==> src/rtl/render_fb_writer.sv <==
// Framebuffer writer: packs renderer pixels to RGB444, addresses them into the
// back bank of a double-banked RAM and swaps banks on a display frame boundary.
module render_fb_writer #(
  parameter int START_X    = 390,
  parameter int START_Y    = 390,
  parameter int END_X      = 634,
  parameter int END_Y      = 765,
  parameter int ADDR_WIDTH = 18
) (
  input  logic                  clk_in,
  input  logic                  rst_in,
  input  logic [23:0]           pixel_tdata,
  input  logic                  pixel_tvalid,
  output logic                  pixel_tready,
  input  logic [10:0]           hcount_in,
  input  logic [9:0]            vcount_in,
  input  logic                  display_nf_in,
  output logic [ADDR_WIDTH-1:0] wr_addr_out,
  output logic [11:0]           wr_data_out,
  output logic                  wr_en_out,
  output logic                  rd_bank_out,
  output logic                  frame_done_out,
  output logic [15:0]           frames_out,
  output logic [15:0]           dropped_out
);

  localparam int W            = END_X - START_X;
  localparam int FRAME_PIXELS = W * (END_Y - START_Y);

  typedef enum logic [0:0] {
    S_FILL      = 1'b0,
    S_WAIT_SWAP = 1'b1
  } state_t;

  state_t                  r_state;
  state_t                  w_state_nxt;
  logic                    r_rd_bank;
  logic                    r_wr_en;
  logic                    r_frame_done;
  logic [ADDR_WIDTH-1:0]   r_wr_addr;
  logic [11:0]             r_wr_data;
  logic [15:0]             r_frames;
  logic [15:0]             r_dropped;

  logic                    w_wr_bank;
  logic                    w_accept;
  logic                    w_in_region;
  logic                    w_last_pixel;
  logic                    w_swap;
  logic [ADDR_WIDTH-1:0]   w_col;
  logic [ADDR_WIDTH-1:0]   w_row;
  logic [ADDR_WIDTH-1:0]   w_addr;
  logic [11:0]             w_rgb444;
  logic                    w_unused_low_bits;

  // The write bank is always the one scan-out is not reading.
  assign w_wr_bank    = ~r_rd_bank;
  assign pixel_tready = (r_state == S_FILL);
  assign w_accept     = pixel_tvalid && pixel_tready;
  assign w_swap       = (r_state == S_WAIT_SWAP) && display_nf_in;

  assign w_in_region  = (hcount_in >= 11'(START_X)) && (hcount_in < 11'(END_X)) &&
                        (vcount_in >= 10'(START_Y)) && (vcount_in < 10'(END_Y));
  assign w_last_pixel = (hcount_in == 11'(END_X - 1)) && (vcount_in == 10'(END_Y - 1));

  assign w_col    = ADDR_WIDTH'(hcount_in) - ADDR_WIDTH'(START_X);
  assign w_row    = ADDR_WIDTH'(vcount_in) - ADDR_WIDTH'(START_Y);
  assign w_addr   = w_col + w_row * ADDR_WIDTH'(W) +
                    (w_wr_bank ? ADDR_WIDTH'(FRAME_PIXELS) : {ADDR_WIDTH{1'b0}});
  assign w_rgb444 = {pixel_tdata[23:20], pixel_tdata[15:12], pixel_tdata[7:4]};
  assign w_unused_low_bits = ^{pixel_tdata[19:16], pixel_tdata[11:8], pixel_tdata[3:0]};

  // State register.
  always_ff @(posedge clk_in or posedge rst_in) begin
    if (rst_in) begin
      r_state <= S_FILL;
    end else begin
      r_state <= w_state_nxt;
    end
  end

  // Next-state: the frame's last pixel closes the fill; a new-frame pulse releases it.
  always_comb begin
    w_state_nxt = r_state;
    case (r_state)
      S_FILL: begin
        if (w_accept && w_last_pixel) begin
          w_state_nxt = S_WAIT_SWAP;
        end else begin
          w_state_nxt = S_FILL;
        end
      end
      S_WAIT_SWAP: begin
        if (display_nf_in) begin
          w_state_nxt = S_FILL;
        end else begin
          w_state_nxt = S_WAIT_SWAP;
        end
      end
      default: w_state_nxt = S_FILL;
    endcase
  end

  // RAM write port, bank select and status counters.
  always_ff @(posedge clk_in or posedge rst_in) begin
    if (rst_in) begin
      r_rd_bank    <= 1'b0;
      r_wr_en      <= 1'b0;
      r_frame_done <= 1'b0;
      r_wr_addr    <= {ADDR_WIDTH{1'b0}};
      r_wr_data    <= 12'd0;
      r_frames     <= 16'd0;
      r_dropped    <= 16'd0;
    end else begin
      r_wr_en      <= w_accept && w_in_region;
      r_frame_done <= w_swap;
      if (w_accept && w_in_region) begin
        r_wr_addr <= w_addr;
        r_wr_data <= w_rgb444;
      end
      if (w_accept && !w_in_region && (r_dropped != 16'hFFFF)) begin
        r_dropped <= r_dropped + 16'd1;
      end
      if (w_swap) begin
        r_rd_bank <= ~r_rd_bank;
        r_frames  <= r_frames + 16'd1;
      end
    end
  end

  assign wr_addr_out    = r_wr_addr;
  assign wr_data_out    = r_wr_data;
  assign wr_en_out      = r_wr_en;
  assign rd_bank_out    = r_rd_bank;
  assign frame_done_out = r_frame_done;
  assign frames_out     = r_frames;
  assign dropped_out    = r_dropped;

endmodule

==> config.mk <==
export PLATFORM = sky130hd
export DESIGN_NAME = render_fb_writer
export DESIGN_NICKNAME = d
export VERILOG_FILES = /design/src/rtl/render_fb_writer.sv
export SDC_FILE = /design/constraint.sdc
export NUM_CORES = 1
export LEC_CHECK = 0
export BUFFER_PORTS_ARGS = -buffer_cell sky130_fd_sc_hd__clkbuf_2
export CAP_MARGIN = 20
export CORE_MARGIN = 5
export CORE_UTILIZATION = 50
export CTS_BUF_LIST = sky130_fd_sc_hd__clkbuf_8
export DETAILED_ROUTE_END_ITERATION = 7
export GPL_ROUTABILITY_DRIVEN = 0
export GPL_TIMING_DRIVEN = 0
export PLACE_DENSITY = 0.77
export SLEW_MARGIN = 20
export SYNTH_ARGS = -nofsm -noshare
export SYNTH_HDL_FRONTEND = slang
export SYNTH_SLANG_ARGS = --single-unit
==> constraint.sdc <==
create_clock -name clk_in -period 3.56 [get_ports clk_in]
set_clock_uncertainty 0.2 [all_clocks]
set_input_delay 0.178 -clock clk_in [delete_from_list [all_inputs] [get_ports clk_in]]
set_output_delay 0.178 -clock clk_in [all_outputs]
set_load 0.03 [all_outputs]
---- Word level (Yosys, flattened, before mapping) ----
Index checks and enable logic that the tools add are counted.
cells by class
  $add $sub $neg .......................... 6
  $mul .................................... 1
  magnitude comparators ................... 4
  equal/unequal tests ..................... 3
  mux-type cells .......................... 4
  bitwise logic cells ..................... 2
  reduce and logical (&&, ||, !) cells .... 11
operator list
  kind                   count
  $add 16x1->16 const B  2
  $add 18x17->18         1
  $add 18x18->18         1
  $mul 18x6->16 const B  1
  $mux 17                1
  $ne 16x16->1 const B   1
  $sub 11x9->12 const B  1
  $eq 11x10->1 const B   1
  $ge 11x9->1 const B    1
  $lt 11x10->1 const B   1
  $sub 10x9->11 const B  1
  $eq 10x10->1 const B   1
  $ge 10x9->1 const B    1
  $logic_and 1x1->1      10
  $lt 10x10->1 const B   1
  $mux 1                 2
  $not 1->1              2
  $pmux 1 s2             1
  $logic_not 1->1        1
word-level totals
  flip-flop bits (word level) ............. 66
  bits of input ports ..................... 49
  output and inout bits ................... 66
  logic and storage cells ................. 39

---- Logic depth before layout (Yosys ltp) ----
  depth in word-level cells ............... 7
  mapped depth ............................ 29
  mapped depth without buffers ............ 28

---- Worst setup path after synthesis ----
OpenSTA, ideal clock, no wires.
  path kind ............................... in2reg
  start ................................... in vcount_in[2]
  end ..................................... reg r_wr_addr[17], in the netlist wr_addr_out[17]
  setup time .............................. 125 ps
  data arrival time ....................... 5961 ps
  data required time ...................... 3235 ps
  path slack .............................. -2727 ps
  stages .................................. 26
  buffers on the path ..................... 1
  path through ............................ clkbuf_1 -> a21oi_1 -> nor3b_1 -> xor2_1 -> xnor2_1 -> ha_1 -> fa_1 -> inv_1 -> fa_1 -> inv_1 -> ha_1 -> or2_2 -> a21oi_1 -> a21oi_1 -> and4_1 -> nor3_1 -> fa_1 -> inv_1 -> ha_1 -> a21oi_1 -> nand2_1 -> nor3_1 -> a21oi_1 -> xnor2_2 -> xnor2_1 -> mux2_4
between the ends
  word-level cells in the longest chain between the ends .. 4
  elaborated cells between the ends (all ways) .. 9
  those cells by class .................... add/sub: 3; mul: 1; order compare: 2; reduce/logical: 3
ends and longest elaborated chain
  what                                                 RTL line  RTL
  start: declaration                                   16        input logic [9:0] vcount_in,
  $sub 10x9->11 or $ge 10x9->1 (tied branches)         67, 63
  $mul 18x6->16 or $logic_and 1x1->1 (tied branches)   68, 62
  $add 18x18->18 or $logic_and 1x1->1 (tied branches)  68, 63
  $add 18x17->18 or $logic_and 1x1->1 (tied branches)  68, 117
  end signal: assignment                               110       r_wr_addr <= {ADDR_WIDTH{1'b0}};
  end signal: assignment                               118       r_wr_addr <= w_addr;
  end: declaration                                     40        logic [ADDR_WIDTH-1:0] r_wr_addr;
Parallel ways exist; a longest one is shown, timed or not.
A chain may end at the register's enable or synchronous reset.

---- Final worst setup path ----
Ends and elaborated chain as after synthesis.

==> impl_metrics.ini <==
[finish]
layout_commonest_cell = clkbuf_2
stdcell_count = 881
syn_to_final_growth_pct = 40.1
n_antenna_cell = 0
multi_input_area_sq_um = 4380
nNetsFinal = 873
layout-drive-gt1-share = 0.410
regArea_sq_um = 1650
fill_cells = 742
layout_common_cells = clkbuf_2, dfrtp_1, inv_1

[synthesis]
synthTopCellsByArea = dfrtp_1, ha_1, fa_1
synthFlopType = dfrtp_1
yosys.area.top_type = dfrtp_1
yosys.area.top_type_share = 0.293
yosysWarnings = 0
synth.avg_cell_area_sq_um = 9.89
syn_inst = 569
ys_seq_elements = 66
netlist-cell-type-count = 61
ys_seq_area_frac = 0.293
synth-async-reset-ratio = 1.00
synth_edf_count = 0
synth_area_sq_um = 5630
synth_fp_nets = 705

[global_route]
grt_overflow = 0
grt_max_degree = 36
grt_pass1_vias = 5052
antenna_found_initial = 0
grt_usage = 0.214
grt_pass1_wl_mm = 23.1

[critical_path]
end_kind = flop
worstSetupEndpoint = wr_addr_out[17]
path_class = input pin to flop
r2r_slack_ns = -0.17
rr_endpoint = wr_addr_out[17]
rr_startpoint = rd_bank_out
cp_max_fo = 3
crit_required_ns = 3.60
cp.arrival_ns = 5.60
crit_path_start_kind = input pin
worst_r2r_path_depth = 12
critPathLaunch = vcount_in[2]

[sta]
fin_ws_ns = -2.00
slew_viol_final = 0
hold_ws_ns = 0.0353
rsz0062_at_grt = true
setup_viol = 11
final_hold_viol_count = 0
finalCriticalPeriod_ns = 5.56
max_clock_freq_mhz = 180
worst_slew_pin_slew_ns = 0.639
fin_setup_tns_ns = -14.08
post-route-period-util = 1.56
slew_headroom = 0.573

[place]
hpwlAfterDp_mm = 10.2
placedCellCount = 808
port_buffers = 98
dp_slack_ns = -2.61

[clock_network]
tritoncts = done
cts_sinks = 66
cts_buffers = 9
htreeDepth = 3
clk_transition_reported_paths_ns = 0.08
clockBufferDepth = 2
clk_latency_ns = 0.34
cts-root-buf = clkbuf_8

[route]
firstDrtPassIters = 4
drt-initial-drc-count = 177
routed_wl_mm = 14.5
drc = 0
ant_nets = 0
vias_per_cell = 5.33
vias = 4697
avgRoutedWirePerCell_microns = 16.5

[power_and_ir_drop]
power.switching_mw = 4.32
ir_drop_mv = 1.41
p_seq_frac = 0.112
swShare = 0.460
power.density_nw_per_um2 = 1190
clkPwrFrac = 0.068
comb_power_share = 0.819
totalPowerFinal_mw = 9.40
p_int_mw = 5.07
leakage_nw = 3.77

[floorplanning]
start_util = 0.515
dieArea_sq_um = 13500
core_area_sq_um = 10900
rows = 38
die_y_microns = 116
io_pins = 115
die_w_microns = 116

[run_status]
outcome = finished, violations left
violations = negative setup slack

[hold_path]
hold_path.class = input pin to flop

[run]
maxCapViolCount = 0
## Yosys cell counts, types with 14 or more instances
cell     instances
nor2_1          26
xor2_1          33
mux2_2          14
nor3_1          15
nand3_1         15
ha_1            56
fa_1            31
a21oi_1         27
dfrtp_1         66
inv_1           81
xnor2_1         49
o21ai_0         14
nand2_1         32
## per-stage QoR
stage / util / cell area [sq um]
floorplan: - / 6030
global placement: 0.613 / 6700
detailed placement: 0.615 / 6720
CTS: 0.704 / 7700
global route: 0.721 / 7880
finish: 0.721 / 7880
## power groups by stage
stage	logic (mW)	clock network, mW	registers (mW)
2_1_floorplan	4.45	0	1.38
3_3_place_gp	5.69	0	1.05
3_5_place_dp	5.92	0	1.06
4_1_cts	7.13	0.652	1.05
5_1_grt	8.38	0.690	1.08
6_report	7.70	0.643	1.05
## state kept, by name, indices dropped and copies added (netlist names)
signal / count
wr_data_out: 12
r_state: 1
dropped_out: 16
frame_done_out: 1
wr_addr_out: 18
frames_out: 16
rd_bank_out: 1
wr_en_out: 1
## logic make-up (layout without fill, tap and decap cells)
| family | count (synthesis) | after routing | share of synthesized area |
|---|---|---|---|
| buf+inv | 93 | 265 | 0.0651 |
| flops | 66 | 66 | 0.293 |
| xor+xnor | 83 | 83 | 0.131 |
| compound gates | 79 | 79 | 0.0912 |
| simple gates | 133 | 133 | 0.129 |
| mux | 27 | 27 | 0.0542 |
| fa+ha+maj | 88 | 88 | 0.237 |
## layout make-up
type | count | share of cell area
repair buffers | 158 | 0.139
flip-flops and latches | 66 | 0.210
clock inverters | 6 | 0.00857
inverters | 83 | 0.0400
clock buffers | 9 | 0.0157
multi-input cells | 410 | 0.555
plain buffers | 9 | 0.00984
well taps | 140 | 0.0222
## how the worst min path moves through the flow
stage / startpoint / end / slack (ns) / cells past startpoint
finish: hcount_in[7] / r_state / 0.04 / 4
CTS: hcount_in[7] / r_state / 0.007 / 4
global route: hcount_in[7] / r_state / 0.03 / 4
global placement: display_nf_in / r_state / 0.18 / 2
detailed placement: rst_in / wr_data_out[9] / 0.0005 / 2
floorplan: hcount_in[1] / wr_addr_out[1] / 0.06 / 1
## routing by layer
| layer | up-vias | track usage | share of wire |
|---|---|---|---|
| li1 | 2244 | - | - |
| met1 | 2304 | 0.255 | 0.40 |
| met2 | 117 | 0.371 | 0.52 |
| met3 | 32 | 0.0565 | 0.051 |
| met4 | 0 | 0.0797 | 0.027 |
| met5 | - | 0 | 0 |
## critical path, cell delays in order
cell and delay [ns]:
clkbuf_16 0.13, ha_4 0.15, or3_4 0.42, nor3_4 0.24
nor2_2 0.10, xnor2_2 0.21, buf_4 0.17, ha_4 0.20
fa_2 0.54, inv_2 0.04, fa_2 0.52, inv_2 0.05
ha_4 0.26, o21ai_2 0.06, a21oi_2 0.20, and4_1 0.23
nor3_2 0.06, fa_1 0.53, inv_2 0.05, ha_4 0.23
a21oi_2 0.18, nand2_1 0.09, nor3_2 0.13, a21oi_2 0.10
xnor2_2 0.15, xnor2_1 0.12, mux2_4 0.25
## repair_timing
action / 4_1_cts / 5_1_grt
pin swaps: 70 / 16
gates resized for setup: 71 / 17
cloned: 0 / 0
endpoints found under the setup margin: 11 / 11
hold buffers: 16 / 0
setup buffers: 34 / 10
hold endpoints to repair: 76 / 0
Power figures use the tool's default switching activity.
